<file path="config.mk">
export PLATFORM = sky130hd
export DESIGN_NAME = sparse_mvm_core
export DESIGN_NICKNAME = d
export VERILOG_FILES = /design/src/rtl/sparse_mvm_core.sv
export SDC_FILE = /design/constraint.sdc
export NUM_CORES = 1
export LEC_CHECK = 0
export ABC_CLOCK_PERIOD_IN_PS = 9800
export CAP_MARGIN = 20
export CORE_UTILIZATION = 45
export CTS_BUF_LIST = sky130_fd_sc_hd__clkbuf_2
export DETAILED_ROUTE_END_ITERATION = 8
export GPL_ROUTABILITY_DRIVEN = 0
export PLACE_DENSITY = 0.7
export SLEW_MARGIN = 20
export SYNTH_ARGS = -nofsm -noshare
export SYNTH_HDL_FRONTEND = slang
export SYNTH_SLANG_ARGS = --single-unit
</file>
<file path="constraint.sdc">
create_clock -name clk -period 9.8 [get_ports clk]
set_input_delay 1.96 -clock clk [delete_from_list [all_inputs] [get_ports clk]]
set_output_delay 1.96 -clock clk [all_outputs]
set_load 0.005 [all_outputs]
</file>
<file path="src/rtl/sparse_mvm_core.sv">
// Sparse matrix-vector multiply core: loads x[], accumulates nonzero (row,col,value) beats, streams y[].
// Optional MVM_SAT_EN clamps each result element to the signed DW range instead of wrapping it.
`timescale 1ns/1ps
module sparse_mvm_core #(
    parameter int DIM   = 4,
    parameter int DW    = 8,
    parameter int IW    = (DIM > 2) ? $clog2(DIM) : 1,
    parameter int ACC_W = 2*DW + $clog2(DIM) + 1,
    parameter int CW    = $clog2(DIM*DIM + 1)
) (
    input  logic          clk,
    input  logic          rst_n,
    input  logic          in_valid,
    output logic          in_ready,
    input  logic [DW-1:0] in_data,
    input  logic [IW-1:0] in_row,
    input  logic [IW-1:0] in_col,
    input  logic          in_last,
    output logic          out_valid,
    input  logic          out_ready,
    output logic [DW-1:0] out_data,
    output logic [IW-1:0] out_idx,
    output logic          busy,
    output logic [CW-1:0] nnz_count,
    output logic          err
);

    typedef enum logic [1:0] {
        S_VEC = 2'd0,
        S_MAT = 2'd1,
        S_OUT = 2'd2
    } state_t;

    localparam logic [IW:0]   DIM_IDX  = (IW+1)'(DIM);
    localparam logic [IW-1:0] LAST_IDX = IW'(DIM - 1);
    localparam logic [CW-1:0] NNZ_MAX  = CW'(DIM * DIM);

    state_t                  state_r;
    state_t                  state_s;
    logic signed [DW-1:0]    x_r   [DIM];
    logic signed [ACC_W-1:0] acc_r [DIM];
    logic [IW-1:0]           vidx_r;
    logic [IW-1:0]           oidx_r;
    logic [CW-1:0]           nnz_r;
    logic                    err_r;

    logic                    accept_s;
    logic                    emit_s;
    logic                    in_range_s;
    logic                    nonzero_s;
    logic signed [DW-1:0]    x_sel_s;
    logic signed [ACC_W-1:0] acc_sel_s;
    logic signed [2*DW-1:0]  prod_s;
    logic signed [ACC_W-1:0] prod_ext_s;

    assign accept_s   = in_valid & ((state_r == S_VEC) | (state_r == S_MAT));
    assign emit_s     = (state_r == S_OUT) & out_ready;
    // Compare with one extra bit so a non-power-of-two DIM flags indices DIM..2^IW-1.
    assign in_range_s = ({1'b0, in_row} < DIM_IDX) & ({1'b0, in_col} < DIM_IDX);
    assign nonzero_s  = (in_data != {DW{1'b0}});

    // Operand and result element selection by index.
    always_comb begin
        x_sel_s   = {DW{1'b0}};
        acc_sel_s = {ACC_W{1'b0}};
        for (int i = 0; i < DIM; i++) begin
            x_sel_s   = (in_col == IW'(i)) ? x_r[i]   : x_sel_s;
            acc_sel_s = (oidx_r == IW'(i)) ? acc_r[i] : acc_sel_s;
        end
        prod_s     = $signed(in_data) * x_sel_s;
        prod_ext_s = {{(ACC_W-2*DW){prod_s[2*DW-1]}}, prod_s};
    end

    // FSM state register.
    always_ff @(posedge clk) begin
        if (!rst_n) begin
            state_r <= S_VEC;
        end else begin
            state_r <= state_s;
        end
    end

    // FSM next-state and handshake outputs.
    always_comb begin
        state_s   = state_r;
        in_ready  = 1'b0;
        out_valid = 1'b0;
        busy      = 1'b0;
        case (state_r)
            S_VEC: begin
                in_ready = 1'b1;
                if (accept_s && (vidx_r == LAST_IDX)) begin
                    state_s = S_MAT;
                end else begin
                    state_s = S_VEC;
                end
            end
            S_MAT: begin
                in_ready = 1'b1;
                busy     = 1'b1;
                if (accept_s && in_last) begin
                    state_s = S_OUT;
                end else begin
                    state_s = S_MAT;
                end
            end
            S_OUT: begin
                out_valid = 1'b1;
                busy      = 1'b1;
                if (emit_s && (oidx_r == LAST_IDX)) begin
                    state_s = S_VEC;
                end else begin
                    state_s = S_OUT;
                end
            end
            default: begin
                state_s = S_VEC;
            end
        endcase
    end

    // Vector load, sparse accumulation and result drain datapath.
    always_ff @(posedge clk) begin
        if (!rst_n) begin
            vidx_r <= {IW{1'b0}};
            oidx_r <= {IW{1'b0}};
            nnz_r  <= {CW{1'b0}};
            err_r  <= 1'b0;
            for (int i = 0; i < DIM; i++) begin
                x_r[i]   <= {DW{1'b0}};
                acc_r[i] <= {ACC_W{1'b0}};
            end
        end else begin
            case (state_r)
                S_VEC: begin
                    if (accept_s) begin
                        for (int i = 0; i < DIM; i++) begin
                            if (vidx_r == IW'(i)) begin
                                x_r[i] <= $signed(in_data);
                            end
                        end
                        vidx_r <= (vidx_r == LAST_IDX) ? {IW{1'b0}} : vidx_r + 1'b1;
                    end
                end
                S_MAT: begin
                    if (accept_s) begin
                        if (!in_range_s) begin
                            err_r <= 1'b1;
                        end else if (nonzero_s) begin
                            for (int i = 0; i < DIM; i++) begin
                                if (in_row == IW'(i)) begin
                                    acc_r[i] <= acc_r[i] + prod_ext_s;
                                end
                            end
                            if (nnz_r != NNZ_MAX) begin
                                nnz_r <= nnz_r + 1'b1;
                            end
                        end
                    end
                end
                S_OUT: begin
                    if (emit_s) begin
                        if (oidx_r == LAST_IDX) begin
                            oidx_r <= {IW{1'b0}};
                            nnz_r  <= {CW{1'b0}};
                            for (int i = 0; i < DIM; i++) begin
                                acc_r[i] <= {ACC_W{1'b0}};
                            end
                        end else begin
                            oidx_r <= oidx_r + 1'b1;
                        end
                    end
                end
                default: begin
                    vidx_r <= {IW{1'b0}};
                end
            endcase
        end
    end

`ifdef MVM_SAT_EN
    localparam logic signed [ACC_W-1:0] SAT_MAX = ACC_W'((2**(DW-1)) - 1);
    localparam logic signed [ACC_W-1:0] SAT_MIN = ~SAT_MAX;

    function automatic logic [DW-1:0] sat_acc(input logic signed [ACC_W-1:0] a);
        logic [DW-1:0] r;
        if (a > SAT_MAX) begin
            r = SAT_MAX[DW-1:0];
        end else if (a < SAT_MIN) begin
            r = SAT_MIN[DW-1:0];
        end else begin
            r = a[DW-1:0];
        end
        return r;
    endfunction

    assign out_data = sat_acc(acc_sel_s);
`else
    logic unused_hi_s;
    assign unused_hi_s = ^acc_sel_s[ACC_W-1:DW];
    assign out_data    = acc_sel_s[DW-1:0];
`endif

    assign out_idx   = oidx_r;
    assign nnz_count = nnz_r;
    assign err       = err_r;

endmodule

</file>
* Yosys cells after proc, flatten, opt, wreduce, memory -nomap -nowiden
Memory sizes are Yosys's and may differ from the RTL's. Index checks and enable logic that the tools add are counted.
Operators by class: add/sub/neg operators 7, $mul 1, divide/modulo/power cells 0, $lt $le $gt $ge 0, eq/ne operators 21, shift-type cells 0, mux-type cells 87, bitwise logic cells 16, reduce and logical (&&, ||, !) cells 15
Operators with widths (number):
- 19-bit 2-to-1 mux | 8
- 8-bit 2-to-1 mux | 12
- 19-bit by 16-bit adder with 19-bit output | 4
- 1-bit 2-to-1 mux | 54
- 5-bit 2-to-1 mux | 5
- 2-bit equality test (second input constant) | 9
- 8-bit by 8-bit multiplier with 16-bit output | 1
- 1-bit bitwise OR | 13
- 2-bit by 1-bit equality test with 1-bit output (second input constant) | 5
- 2-bit zero test | 5
- 2-bit 2-to-1 mux | 5
- 5-bit one-hot mux with 2 select lines | 1
- 2-bit != test (second input constant) | 4
- 8-bit nonzero test | 1
- 2-bit one-hot mux with 3 select lines | 1
- 6-bit AND reduction | 1
- 5-bit by 1-bit adder with 5-bit output (second input constant) | 1
- 5-bit != test (second input constant) | 1
- 2-bit by 1-bit adder with 2-bit output (second input constant) | 2
- 2-bit by 1-bit != test with 1-bit output (second input constant) | 2
- 2-bit one-hot mux with 2 select lines | 1
- 2-bit AND reduction | 2
- 2-bit OR reduction | 2
- 1-bit logical AND | 3
- other kinds (3) | 4
Storage, ports and cells: bits in registers 11, bits in latches 0, RAM bits 108, memory bits (read-only) 0, bits of input ports 17, output and inout port bits 19, logic and storage cells 153, memories 2
Memories:
- acc_r | depth 4, width 19, read ports 4, clocked after Yosys merged registers in 0, write ports 4, line 41 | logic signed [ACC_W-1:0] acc_r [DIM];
- x_r | depth 4, width 8, read ports 4, clocked after Yosys merged registers in 0, write ports 4, line 40 | logic signed [DW-1:0] x_r [DIM];

* Logic depth before layout (Yosys ltp)
depth after elaboration 9, gate-level depth with buffers 22, depth with buffers taken out 21

* Worst setup path after synthesis
OpenSTA, ideal clock, no wires.
path type in2reg, start in in_col[0], end mem acc_r[3][7] (netlist bit), library setup time 0.071 ns, arrival time 6.543 ns, data required time 9.729 ns, path slack 3.187 ns, stages 15, path buffers 1, cell sequence buf_6 mux4_1 and2_1 fa_1 ha_1 fa_1 fa_1 ha_1 a21oi_1 xor2_2 xnor2_1 xnor3_2 xor2_1 or3_1 a21oi_1
RTL lines:
- start, declared | line 17 | input logic [IW-1:0] in_col,
- end, declared | line 41

==> results.md <==
- The leading register cell type out of synthesis is edfxtp_1.
- The maximum fanout along the worst path is 13.
- The data arrival time of the critical path is 7.75 ns.
- For this run, the total global-route usage over all layers was measured as 20.7%.
- The timing-limited maximum frequency is 0.138 GHz.
- The via count normalized by instance count is ~5.4.
- Clock-pin slew was measured on the worst setup and hold paths at 0.25 ns.
- STA classifies the critical path startpoint as a primary input.
- The x dimension of the die is around 110 um.
- In this run the power density over the cells is about 150 nW/um^2.
- Hold repair after CTS inserted 0 buffers.
- The number of global-route vias before repair is 4084.
- The most common cell in the synthesized netlist is ha_1.
- The number of antenna violations at the first check in global routing is 1.
- In this run the clock root is driven by a clkbuf_2.
- After routing, the total negative slack on setup checks comes to 0 ns.
- At the pin with the least slew margin, the transition time is between 0.7 and 0.8 ns.
- The leakage power total is 2.71 nW.
- The floorplan step defined a die boundary enclosing 12800 um^2.
- Summed over all layers, the routed wires come to 12.3 mm.
- The number of flops mapped to enable cells by yosys is 48.
- Cells with a size suffix above 1 make up 3.96% of the layout.
- The clock net in this run drives a total of 75 sinks.
- Clock skew on the completed layout was measured at about 0.056 ns.
- The relative slew slack is 50.5%.
- The final max-slew violation count was 0.
- Fill cells in the final layout number 1125.
- The post-synthesis cell area is around 5500 um^2.
- In this run the worst hold path is classified as reg -> reg.
- The per-cell routed wire length is 16.4 um.
- Summed over its instances, the top area cell type makes up 26.0% of the synthesized netlist area.
- In this run the standard cell core region covers approximately 12000 um^2.
- The post-route fraction of the period consumed by the critical path is ~74%.
- The largest area contributor in the netlist is edfxtp_1.
- The area growth from synthesis to layout is 10.1%.
- TritonCTS built the clock tree.
- After clock tree synthesis, the repair step resized 0 gates.
- After synthesis, the cell types taking the most area are edfxtp_1 (26%), ha_1 (14%), dfxtp_1 (9.8%).
- The number of DRC markers in iteration 0 is 255.
- The iteration count of the initial detailed-routing pass is 5.
- Setup repair after global routing left no endpoint under its margin.
- In the synthesized netlist, the cells that appear most often are ha_1 (61), nand2_1 (58), nor2_1 (53), and2_1 (49), edfxtp_1 (48).
- The count of distinct cell types in the synthesized netlist is 47.
- The warning count from the yosys run is 0.
- Entering global routing, the biggest net connects 24 pins.
- The number of cell rows is 40.
- The final critical-path required period is 7.24 ns.
- The critical path start-end classification is in -> reg.
- The worst setup path is captured at a register.
- The first-pass GRT wire length is 20.3 mm.
- The maximum clock path buffer count is 2.
- Synthesis handed over a netlist of 575 instances.
- The number of failing hold endpoints at the final stage is 0.
- The average instance in the mapped netlist occupies between 9 and 10 um^2.
- The global-route congestion overflow total is 0.
- The starting density of the core is 46.1%.
- During placement, the flow inserted port buffers numbering 34.
- Counting the buffers created by CTS gives 9.
- After detailed routing, the number of remaining DRC violations is 0.
- The worst hold path cell count is 2.
- In this run the count of I/O pins placed on the die edge is 36.
- The chip height is around 110 um.
- The maximum ir drop on the vdd rail is 0.0555 mV.
- The run finished with clean final reports.
- The later pin in the worst-skew pair is clocked with a latency of around 0.60 ns.
- The sum of net half-perimeters after detailed placement is 9.30 mm.
- The reported max-cap violation count is 0.
- The total of flip-flops plus latches after synthesis is 75.
- In this run the remaining antenna-violating nets after routing total 0.
- The routed layout has roughly 4100 vias.
- The async set-or-reset flop fraction in the synthesized netlist is 0%.
- In the final design database the tool counted slightly below 700 nets.
- The synthesized net count is 669.
- The final number of setup-violating endpoints is 0.
- The sequential-to-total area share from yosys stat is between 30% and 40%.
- Buffers added to address setup during post-CTS repair amount to 0.
- The overall power consumption is 0.000910 W.
- The H-tree depth reported by CTS is 3.
- Measured in cells, the most critical reg-to-reg path has a length of 20.
- At the worst endpoint, the required time is 10.31 ns.
==> registers in the layout (all words and copies together) (netlist names) <==
register,cells
acc_r,32
state_r,2
x_r,32
nnz_count,5
vidx_r,2
out_idx,2
==> area by class of cell <==
class | count | area [um^2] | share of cell area (%)
diodes | 1 | 2.50 | 0.0410
clock buffers | 9 | 45.0 | 0.738
clock inverters | 7 | 73.8 | 1.21
inverters | 37 | 139 | 2.28
multi-input cells | 444 | 3340 | 54.7
flip-flops and latches | 75 | 1980 | 32.5
well taps | 147 | 184 | 3.01
repair buffers | 34 | 340 | 5.57
==> layer usage <==
layer	global-route usage (%)	vias up	wire, um
li1	-	2013	-
met4	7.63	0	280
met3	3.32	18	404
met5	0	-	0
met2	34.3	85	5900
met1	27.4	1968	5750
==> layout by cell type (no fill, tap or decap), types with 4 or more instances in the layout <==
master / netlist / layout
mux2i_1: 9 / 9
nand3_1: 5 / 5
dfxtp_1: 27 / 27
o21ai_0: 25 / 25
nand2b_1: 4 / 4
nor3_1: 6 / 6
and2_1: 49 / 49
xor2_1: 17 / 17
inv_1: 37 / 37
a21o_1: 18 / 18
clkbuf_2: 0 / 9
and3_1: 9 / 9
clkdlybuf4s50_1: 0 / 34
inv_6: 0 / 4
edfxtp_1: 48 / 48
xnor2_1: 22 / 22
nor2b_1: 20 / 20
fa_1: 16 / 16
nand2_1: 58 / 58
ha_1: 61 / 61
a21oi_1: 39 / 39
nor2_1: 53 / 53
==> stage by stage <==
stage	setup WS [ns]	instance area, um^2	std cells	hold WS [ns]	util [%]
2_1_floorplan	3.19	5540	575	0.453	-
3_3_place_gp	2.08	5980	737	0.466	49.8
3_5_place_dp	1.93	5980	737	0.485	49.8
4_1_cts	2.52	6100	753	0.512	50.8
5_1_grt	2.23	6100	754	0.536	50.8
6_report	2.56	6100	754	0.506	50.8
==> critical path, stage by stage <==
cell and delay, ns:
clkdlybuf4s50_1 0.95, mux2_2 0.33, nor2_1 0.05, a21oi_1 0.34
nand2_1 0.14, fa_1 0.41, inv_1 0.09, fa_1 0.39
ha_1 0.28, inv_1 0.05, fa_1 0.53, inv_1 0.07
ha_1 0.29, a21o_1 0.15, a21oi_1 0.25, xor2_2 0.17
xnor2_1 0.13, xnor3_2 0.51, xnor2_1 0.17, or3_1 0.32
a21oi_1 0.15
==> cell families after synthesis <==
logic type | Yosys count | synth area share (%)
other cells | 1 | 0.0677
xor+xnor | 42 | 7.31
fa+ha+maj | 77 | 19.5
flops | 75 | 35.8
buf+inv | 56 | 4.02
compound gates | 92 | 9.71
simple gates | 216 | 19.3
mux | 16 | 4.27
==> final timing paths <==
check              start     endpoint  slack, ns
max            in_col[0]  acc_r[0][7]       2.56
max reg2reg    x_r[0][3]  acc_r[0][7]       4.61
min reg2reg  acc_r[0][3]  acc_r[0][3]       0.51
min          acc_r[0][3]  acc_r[0][3]       0.51
==> power breakdown <==
part / switching (W) / leakage, nW / internal [W]
registers: 0.00000481 / 0.719 / 0.000348
clock network: 0.000138 / 0.0745 / 0.0000434
logic: 0.000205 / 1.92 / 0.000172
total: 0.000348 / 2.71 / 0.000563
Power figures use the tool's default switching activity.
